File: config.mk
export PLATFORM = sky130hd
export DESIGN_NAME = stdout_hex_uart_tx
export DESIGN_NICKNAME = d
export VERILOG_FILES = /design/src/rtl/stdout_hex_uart_tx.sv
export SDC_FILE = /design/constraint.sdc
export NUM_CORES = 1
export LEC_CHECK = 0
export ABC_AREA = 0
export CAP_MARGIN = 20
export CORE_MARGIN = 4
export CORE_UTILIZATION = 40
export DETAILED_ROUTE_END_ITERATION = 10
export PLACE_DENSITY = 0.58
export SLEW_MARGIN = 10
export SYNTH_ARGS = -nofsm -noshare
export SYNTH_HDL_FRONTEND = slang
export SYNTH_SLANG_ARGS = --single-unit
File: constraint.sdc
create_clock -name clk_i -period 3 [get_ports clk_i]
set_clock_uncertainty 0.05 [all_clocks]
set_input_delay 0.6 -clock clk_i [delete_from_list [all_inputs] [get_ports clk_i]]
set_output_delay 0.6 -clock clk_i [all_outputs]
set_load 0.02 [all_outputs]
File: src/rtl/stdout_hex_uart_tx.sv
// stdout_hex_uart_tx
// This module prints each 16-bit stdio word as four uppercase ASCII hex digits
// followed by a newline (0x0A). The characters go out on an 8N1 UART TX line.
// A word is accepted only while the serialiser is idle. The line and busy
// outputs are registered, so they do not glitch.

module stdout_hex_uart_tx #(
    parameter int CLK_HZ = 50_000_000,
    parameter int BAUD   = 115_200
) (
    input  logic        clk_i,
    input  logic        rst_i,
    // stdio input stream (valid/ready)
    input  logic        stdin_val,
    output logic        stdin_rdy,
    input  logic [15:0] stdin_data,
    // UART line and activity flag
    output logic        tx_o,
    output logic        busy_o
);

    // Clocks per UART bit.
    localparam int CPB   = CLK_HZ / BAUD;
    localparam int CNT_W = (CPB > 2) ? $clog2(CPB) : 1;
    localparam logic [CNT_W-1:0] CNT_LAST = CNT_W'(CPB - 1);

    // The bit timer needs at least two clocks per bit.
    if (CPB < 2) begin : g_cpb_check
        $error("stdout_hex_uart_tx: CLK_HZ/BAUD must be at least 2");
    end

    typedef enum logic [1:0] {
        IDLE  = 2'd0,
        START = 2'd1,
        DATA  = 2'd2,
        STOP  = 2'd3
    } state_t;

    state_t           state;
    logic [15:0]      word;
    logic [CNT_W-1:0] baud_cnt;
    logic [2:0]       bit_idx;
    logic [2:0]       char_idx;

    logic [7:0]       cur_char;
    logic [2:0]       next_bit;
    logic             bit_end;

    // Map a nibble to its uppercase ASCII hex digit.
    function automatic logic [7:0] hex_ascii(input logic [3:0] n);
        if (n < 4'd10) begin
            return 8'h30 + {4'h0, n};
        end
        return 8'h37 + {4'h0, n};
    endfunction

    // Ready depends only on registered state, never on stdin_val.
    assign stdin_rdy = (state == IDLE);

    assign bit_end  = (baud_cnt == CNT_LAST);
    assign next_bit = bit_idx + 3'd1;

    // Select the character being sent: four nibbles MSB first, then newline.
    always_comb begin
        cur_char = 8'h0A;
        case (char_idx)
            3'd0:    cur_char = hex_ascii(word[15:12]);
            3'd1:    cur_char = hex_ascii(word[11:8]);
            3'd2:    cur_char = hex_ascii(word[7:4]);
            3'd3:    cur_char = hex_ascii(word[3:0]);
            default: cur_char = 8'h0A;
        endcase
    end

    // Serialiser FSM. The line value is registered together with each state
    // change, so tx_o always reflects the bit of the current cycle.
    always_ff @(posedge clk_i) begin
        if (rst_i) begin
            state    <= IDLE;
            word     <= '0;
            baud_cnt <= '0;
            bit_idx  <= '0;
            char_idx <= '0;
            tx_o     <= 1'b1;
            busy_o   <= 1'b0;
        end else begin
            case (state)
                IDLE: begin
                    tx_o   <= 1'b1;
                    busy_o <= 1'b0;
                    if (stdin_val) begin
                        word     <= stdin_data;
                        char_idx <= '0;
                        baud_cnt <= '0;
                        bit_idx  <= '0;
                        state    <= START;
                        tx_o     <= 1'b0;
                        busy_o   <= 1'b1;
                    end
                end

                START: begin
                    if (bit_end) begin
                        baud_cnt <= '0;
                        bit_idx  <= '0;
                        state    <= DATA;
                        tx_o     <= cur_char[0];
                    end else begin
                        baud_cnt <= baud_cnt + 1'b1;
                    end
                end

                DATA: begin
                    if (bit_end) begin
                        baud_cnt <= '0;
                        if (bit_idx == 3'd7) begin
                            state <= STOP;
                            tx_o  <= 1'b1;
                        end else begin
                            bit_idx <= next_bit;
                            tx_o    <= cur_char[next_bit];
                        end
                    end else begin
                        baud_cnt <= baud_cnt + 1'b1;
                    end
                end

                STOP: begin
                    if (bit_end) begin
                        baud_cnt <= '0;
                        if (char_idx < 3'd4) begin
                            char_idx <= char_idx + 3'd1;
                            state    <= START;
                            tx_o     <= 1'b0;
                        end else begin
                            state  <= IDLE;
                            tx_o   <= 1'b1;
                            busy_o <= 1'b0;
                        end
                    end else begin
                        baud_cnt <= baud_cnt + 1'b1;
                    end
                end

                default: begin
                    state  <= IDLE;
                    tx_o   <= 1'b1;
                    busy_o <= 1'b0;
                end
            endcase
        end
    end

endmodule

Word level (Yosys, flattened, before mapping)
Index checks and enable logic that the tools add are counted.

Output and inout port bits: 3. Register bits: 35. Bits of input ports: 19.

Add/sub/neg operators: 11. Muxes and demuxes: 48. Equal/unequal tests: 16. $lt $le $gt $ge: 6. Reductions and logical operators: 11.

Operator list (count): 8-bit 2-to-1 mux (8); 6-bit by 4-bit adder with 7-bit output (first input constant) (8); 8-bit one-hot mux with 4 select lines (1); 1-bit 2-to-1 mux (19); 3-bit 2-to-1 mux (6); 9-bit 2-to-1 mux (2); 9-bit one-hot mux with 2 select lines (1); 4-bit < comparator (second input constant) (4); 2-bit != test (second input constant) (8); 2-bit 2-to-1 mux (5); 5-bit AND reduction (2); 9-bit by 1-bit adder with 9-bit output (second input constant) (1); 9-bit equality test (second input constant) (1); 3-bit one-hot mux with 3 select lines (1); 2-bit one-hot mux with 4 select lines (1); 3-bit by 1-bit adder with 3-bit output (second input constant) (2); 3-bit by 2-bit equality test with 1-bit output (second input constant) (2); 3-bit one-hot mux with 2 select lines (1); 3-bit AND reduction (2); 2-bit equality test (second input constant) (2); 3-bit by 4-bit < comparator with 1-bit output (second input constant) (1); 1-bit one-hot mux with 4 select lines (1); 4-bit AND reduction (1); 1-bit binary-select mux with 3-bit select (1); 11 further kinds (11).

Depth between registers and ports, before layout
Gate-level depths: netlist of run 1.

Depth after elaboration: 10. Gate-level depth with buffers: 9. Depth with buffers taken out: 9.

Least setup slack after synthesis of run 1
OpenSTA, ideal clock, no wires.

Path kind: register -> register. Start point: register char_idx[2]. End point: register tx_o. Arrival time: 1773 ps. Setup time: 131 ps. Path buffers: 1. Period minus slack after synthesis: 1954 ps. Setup slack: 1046 ps. Stages on the path, launching flop included: 10. Path through: dfxtp_1 -> clkbuf_1 -> inv_1 -> ha_1 -> a311o_1 -> a221o_1 -> o21ai_1 -> a21oi_1 -> nor2b_1 -> o311ai_1.

Cells in the longest elaborated chain, start to end: 7. Elaborated cells on any way between the ends: 14. Those cells by class: order compare: 1; eq/ne: 3; mux: 9; reduce/logical: 1.

RTL lines: start, declared (line 43) `logic [2:0] char_idx;`; start signal, assigned (line 132) `char_idx <= char_idx + 3'd1;`; 3-bit by 2-bit equality test with 1-bit output, or another cell as far along (line 66) `case (char_idx)`; 8-bit one-hot mux with 4 select lines (line 66); 1-bit binary-select mux with 3-bit select (line 121) `tx_o <= cur_char[next_bit];`; 1-bit 2-to-1 mux (not written as such) (line 121); 1-bit 2-to-1 mux (line 116) `if (bit_idx == 3'd7) begin`; 1-bit 2-to-1 mux (line 114) `if (bit_end) begin`; 1-bit one-hot mux with 4 select lines * (line 87) `case (state)`; end signal, assigned (line 107) `tx_o <= cur_char[0];`; end signal, assigned (line 121); end, declared (line 18) `output logic tx_o,`.

Mark *: on every way between the ends. The rest lies on a longest branch, timed or not. The select of a mux whose other input is x is not followed. A chain may end at the register's enable or synchronous reset.

Worst setup path after layout of run 1
Start point: register state[0]. End point: output stdin_rdy.

Cells in the longest elaborated chain, start to end: 1.

RTL lines: start, declared (line 39) `state_t state;`; start signal, assigned (line 79) `state <= IDLE;`; start signal, assigned (line 96) `state <= START;`; start signal, assigned (line 106) `state <= DATA;`; 2-bit logical NOT (line 58) `assign stdin_rdy = (state == IDLE);`; end, declared (line 15) `output logic stdin_rdy,`.

No other way between the ends.

==> results of run 1 <==
==> logic make-up after synthesis <==
family	share of synthesized area, %
buffers and inverters	5.55
AOI/OAI and AO/OA	23.6
xor gates and xnor gates	1.52
muxes	0.436
adders and majority gates	9.25
DFF	30.5
and+or+nand+nor	29.1
==> report_power, final <==
part	total (mW)	switching [mW]	internal (mW)
clock	0.421	0.178	0.243
sequential	0.636	0.0954	0.541
combinational	0.818	0.477	0.342
==> critical path: stages (launching register included) <==
cell and delay [ns]:
dfxtp_1 0.33, inv_1 0.14, ha_1 0.38, clkdlybuf4s50_1 0.67
==> cell usage in the layout (no fill, tap or decap), types with 2 or more instances in the layout <==
cell type / synthesis / routed
nand2b_1: 7 / 7
a22oi_1: 2 / 2
nor2b_1: 11 / 11
buf_4: 0 / 2
clkbuf_8: 0 / 5
nand4_1: 3 / 3
o211ai_1: 2 / 2
o2111ai_1: 2 / 2
nor3_1: 2 / 2
o21ai_0: 17 / 17
nor3b_1: 3 / 3
a221o_1: 2 / 2
and4b_1: 4 / 4
xnor2_1: 4 / 4
a31oi_1: 3 / 3
inv_1: 17 / 17
o21ai_1: 4 / 4
nor2_1: 27 / 27
and3_1: 4 / 4
ha_1: 17 / 17
a211o_1: 2 / 2
dfxtp_1: 35 / 35
nand3_1: 14 / 14
nand3b_1: 2 / 2
a311oi_1: 3 / 3
nand2_1: 49 / 49
a21oi_1: 36 / 36
clkdlybuf4s50_1: 0 / 21
a21boi_0: 3 / 3
==> through the flow <==
stage | utilization (%) | worst slack, ns
floorplan | - | 1.05
global placement | 46.0 | 0.778
detailed placement | 46.0 | 0.746
CTS | 47.9 | 0.523
global route | 47.9 | 0.403
finish | 47.9 | 0.535
==> state kept, by name, summed over array words and instances (netlist names) <==
name      cells
word         16
state         2
baud_cnt      9
bit_idx       3
busy_o        1
char_idx      3
tx_o          1
==> final cells by class <==
| class | count | area [um2] |
|---|---|---|
| Fill cell | 582 | 2880 |
| Multi-Input combinational cell | 240 | 1470 |
| Sequential cell | 35 | 701 |
| Timing Repair Buffer | 23 | 225 |
| Tap cell | 72 | 90.1 |
| Clock buffer | 5 | 68.8 |
| Inverter | 17 | 63.8 |
| Clock inverter | 2 | 37.5 |
==> final timing paths <==
path / end / slack [ns] / cells past startpoint
min reg2reg: bit_idx[1]$_SDFFE_PP0P_ / 0.43 / 2
max reg2reg: tx_o$_SDFFE_PP1P_ / 0.85 / 8
max: stdin_rdy / 0.53 / 3
min: bit_idx[1]$_SDFFE_PP0P_ / 0.43 / 2
==> routing by layer <==
layer	track usage (%)	up-vias	wire [um]
li1	-	1098	-
met1	20.8	936	2500
met2	25.7	43	2420
met3	3.65	12	269
met4	6.43	0	112
met5	0	-	0
==> results.cfg, run 1 <==
[sta]
hold_ws_ns = 0.426
tns_ns = 0
hold_viol_final = 0
min_period_over_period_pct = 82.2
clock.fmax_mhz = 406
rsz0062_at_grt = no
finalMaxSlewViolations = 0
finalSetupViolCount = 0
tightest_slew_ns = 0.840
max_slew_margin_pct = 43.8
fin_crit_ns = 2.47

[floorplan]
die_y_um = 83.8
core-area_mm2 = 0.00554
die_w_um = 83.8
initial_core_util_pct = 41.5
rows = 27
die_area_mm2 = 0.00702
ios = 22

[clock_network]
post_cts_resized = 0
cts_sinks = 35
postCtsHoldBufs = 0
path_clk_slew_ns = 0.08
clk_latency_ns = 0.30
cts_setup_buffers = 0
cts.path.max_buffers = 2
cts_tree = yes
htree_levels = 2
numCtsBuffers = 5
clockRootBuffer = clkbuf_8

[synth]
syn_area_mm2 = 0.00230
synth-seq-cells = 35
yosysMostFrequentCell = nand2_1
synth_commonest_cells = 49 x nand2_1, 36 x a21oi_1, 35 x dfxtp_1
ys_seq_area_share_pct = 30.5
ys_top_cells_by_area = dfxtp_1 30%, ha_1 9.3%, nand2_1 8.0%, a21oi_1 7.8%, nor2_1 4.4%
synth_top_area_share_pct = 30.5
synth_top_flop_cell = dfxtp_1
synthArstFlopShare_pct = 0
synth-edff-count = 0
avgSynthCellArea_um2 = 7.49
syn_nets = 343
yosys_warnings = 0
yosysTopAreaCell = dfxtp_1
synthDistinctLibCells = 46
syn_inst = 307

[global_routing]
grt_start_max_net_pins = 23
grt_pass1_vias = 2071
grt_pass1_wl_um = 9400
grt_use_total_pct = 16.0
antenna_found_initial = 0
overflow = 0

[cells_and_area]
area_delta_synth_final_pct = 15.6
drive_gt1_share_pct = 5.59
n_antenna_cell = 0
design_area_mm2 = 0.00266
instances_no_fill = 394
nets = 358

[critical_path]
required_ns = 2.35
end_kind = output pin
path_max_fanout = 11
start_kind = flop
worst-setup-path-type = reg2out
worst_ep_arrival_time_ns = 1.82
cp-startpoint = state[0]$_SDFFE_PP0P_
rr_startpoint = char_idx[2]$_SDFFE_PP0P_

[power_and_ir_drop]
cellPowerDensity_mw_per_mm2 = 706
ir_drop_mv = 0.361
power_mw = 1.88
cellLeakagePower_nw = 0.957

[drt]
vias = 2089
first_pass_iters = 4
drc = 0
routed_wl_um = 5300
drt_iter0_markers = 126
viasPerCell = 5.30
routedWlPerCell_um = 13.5
drtAntennaViolNets = 0

[run_status]
outcome = finished clean

[job]
maxCapViolations = 0

[place]
placed_area_mm2 = 0.00255
dp_cells = 387
post-dp-hpwl_um = 3880
portBuffers = 21
gp_congestion = 0.840

[hold_path]
hp-start = bit_idx[1]$_SDFFE_PP0P_
hold_class = reg2reg
(Power assumes the default switching activity.)
==> run 2, diff against run 1 <==
--- a/config.mk
+++ b/config.mk
@@ -10,7 +10,7 @@
 export CORE_MARGIN = 4
 export CORE_UTILIZATION = 40
 export DETAILED_ROUTE_END_ITERATION = 10
-export PLACE_DENSITY = 0.58
+export PLACE_DENSITY = 0.6
 export SLEW_MARGIN = 10
 export SYNTH_ARGS = -nofsm -noshare
 export SYNTH_HDL_FRONTEND = slang
==> constraint.sdc (replaced) <==
create_clock -name clk_i -period 2.03 [get_ports clk_i]
set_clock_uncertainty 0.05 [all_clocks]
set_input_delay 0.406 -clock clk_i [delete_from_list [all_inputs] [get_ports clk_i]]
set_output_delay 0.406 -clock clk_i [all_outputs]
set_load 0.02 [all_outputs]
==> run 2 against run 1 <==
Cell area is 10% higher. Cell count increased by 7.4%. Total power up 61%. Worst hold slack is essentially flat. Utilization rose by 4.8 points. Wire length rose by 9.3%. Global-route usage increased by 0.52 points. Non-clock buffer count is 28 higher. First-iteration DRC count down 17%. Count of clock-buffer cells in the layout rose by 1. Critical path type is now reg2reg. Largest cell class unchanged.
==> results.cfg, run 2 (synthesized netlist as in run 1, its figures left out) <==
[run_status]
outcome = finished clean

[clock_network]
htree_levels = 2
clk_latency_ns = 0.28
clockRootBuffer = clkbuf_8
cts_tree = yes
cts_sinks = 35
numCtsBuffers = 5
cts.path.max_buffers = 2
path_clk_slew_ns = 0.08

[drt]
first_pass_iters = 4
drt_iter0_markers = 104
routedWlPerCell_um = 13.7
drc = 0
routed_wl_um = 5790
vias = 2284
drtAntennaViolNets = 0
viasPerCell = 5.40

[place]
placed_area_mm2 = 0.00269
gp_congestion = 0.872
post-dp-hpwl_um = 4110
portBuffers = 21
dp_cells = 404

[sta]
finalMaxSlewViolations = 0
hold_viol_final = 0
tns_ns = 0
finalSetupViolCount = 0
min_period_over_period_pct = 95.4
tightest_slew_ns = 0.496
clock.fmax_mhz = 516
rsz0062_at_grt = yes
max_slew_margin_pct = 66.9
fin_crit_ns = 1.94
hold_ws_ns = 0.427

[critical_path]
worst_ep_arrival_time_ns = 2.05
critPathSlowestCell = a311o_1
required_ns = 2.15
cp_cell_sequence = inv_1, ha_1, nand3b_1, a311o_1, a221o_1, o21ai_1, a21oi_1, nor2b_1, o311ai_1
worst-setup-path-type = reg2reg
cp.buffers_inverters = 1
cp-startpoint = word[0]$_SDFFE_PP0P_
end_kind = flop
start_kind = flop
path_max_fanout = 4
critical_path.top_delay_family = compound AO/OA/AOI/OAI gates
rr_startpoint = word[0]$_SDFFE_PP0P_
cp_slowest_stage_delay_ns = 0.36

[cells_and_area]
drive_gt1_share_pct = 15.7
nFillCells = 545
nets = 386
mostFrequentLayoutCell = nand2_1
most-common-layout-cells = 49 x nand2_1, 35 x a21oi_1, 32 x dfxtp_1
instances_no_fill = 423
largest-register = word
design_area_mm2 = 0.00292
n_antenna_cell = 0
largest_reg_flops = 16
reg_top3 = word (16), baud_cnt (9)
fin_util_pct = 52.8
area_delta_synth_final_pct = 27.2

[floorplan]
core-area_mm2 = 0.00554
rows = 27
die_area_mm2 = 0.00702
ios = 22
die_w_um = 83.8
initial_core_util_pct = 41.5
die_y_um = 83.8

[hold_path]
hp-start = word[0]$_SDFFE_PP0P_
hold_class = reg2reg

[power_and_ir_drop]
ir_drop_mv = 0.707
cellLeakagePower_nw = 1.13
cellPowerDensity_mw_per_mm2 = 1030

[global_routing]
grt_start_max_net_pins = 36
antenna_found_initial = 0
grt_pass1_vias = 2097
grt_use_total_pct = 16.5
overflow = 0
grt_pass1_wl_um = 9830

[job]
maxCapViolations = 0
-- run 2: changes by cell type in the layout (fill, tap and decap cells not counted), sizes merged --
cell           change
buf               +27
clkbuf             +2
clkdlybuf4s50      -1
clkinv             +1
clkinvlp           -1
dlygate4sd2        +1
-- run 2: routing by layer --
metal / part of all wire (%) / track usage, % / up-vias / wire (um)
li1: - / - / 1169 / -
met3: 4.0 / 3.46 / 4 / 231
met4: 0.72 / 2.78 / 0 / 42
met5: 0 / 0 / - / 0
met2: 50 / 28.3 / 41 / 2910
met1: 45 / 21.7 / 1070 / 2610
-- run 2: through the flow --
| step | total power [mW] | setup slack (ns) |
|---|---|---|
| after floorplan | 1.87 | 0.0760 |
| after global placement | 2.27 | 0.0727 |
| after detailed placement | 2.29 | 0.0419 |
| after CTS | 2.96 | 0.00622 |
| after global routing | 3.29 | -0.0617 |
| final | 3.03 | 0.0927 |
-- run 2: worst min-delay path, stage by stage, from the launching register on --
cell     delay (ns)
dfxtp_2        0.33
nand2_1        0.05
a21oi_1        0.06
-- run 2: worst paths after layout --
| path | end | slack [ns] | cells past startpoint |
|---|---|---|---|
| max | tx_o$_SDFFE_PP1P_ | 0.09 | 9 |
| min | word[0]$_SDFFE_PP0P_ | 0.43 | 2 |
| max reg2reg | tx_o$_SDFFE_PP1P_ | 0.09 | 9 |
| min reg2reg | word[0]$_SDFFE_PP0P_ | 0.43 | 2 |
-- run 2: area by class of cell --
type / count / area (um2) / area share (%)
multi-input cells: 240 / 1500 / 51.2
flip-flops and latches: 35 / 707 / 24.2
repair buffers: 51 / 448 / 15.3
well taps: 72 / 90.1 / 3.08
clock buffers: 6 / 82.6 / 2.83
inverters: 17 / 63.8 / 2.18
clock inverters: 2 / 35.0 / 1.20
-- run 2: timing repair --
action	in CTS	in global routing
gates resized for setup	2	12
gates cloned	0	0
hold buffers	0	0
pin swaps	0	11
setup endpoints to repair	2	8
setup buffers	0	11
-- run 2: where the power goes --
part | internal (mW) | switching, mW | total [mW]
Sequential | 0.805 | 0.115 | 0.920
Combinational | 0.646 | 0.792 | 1.44
Clock | 0.398 | 0.270 | 0.667
Total | 1.85 | 1.18 | 3.03
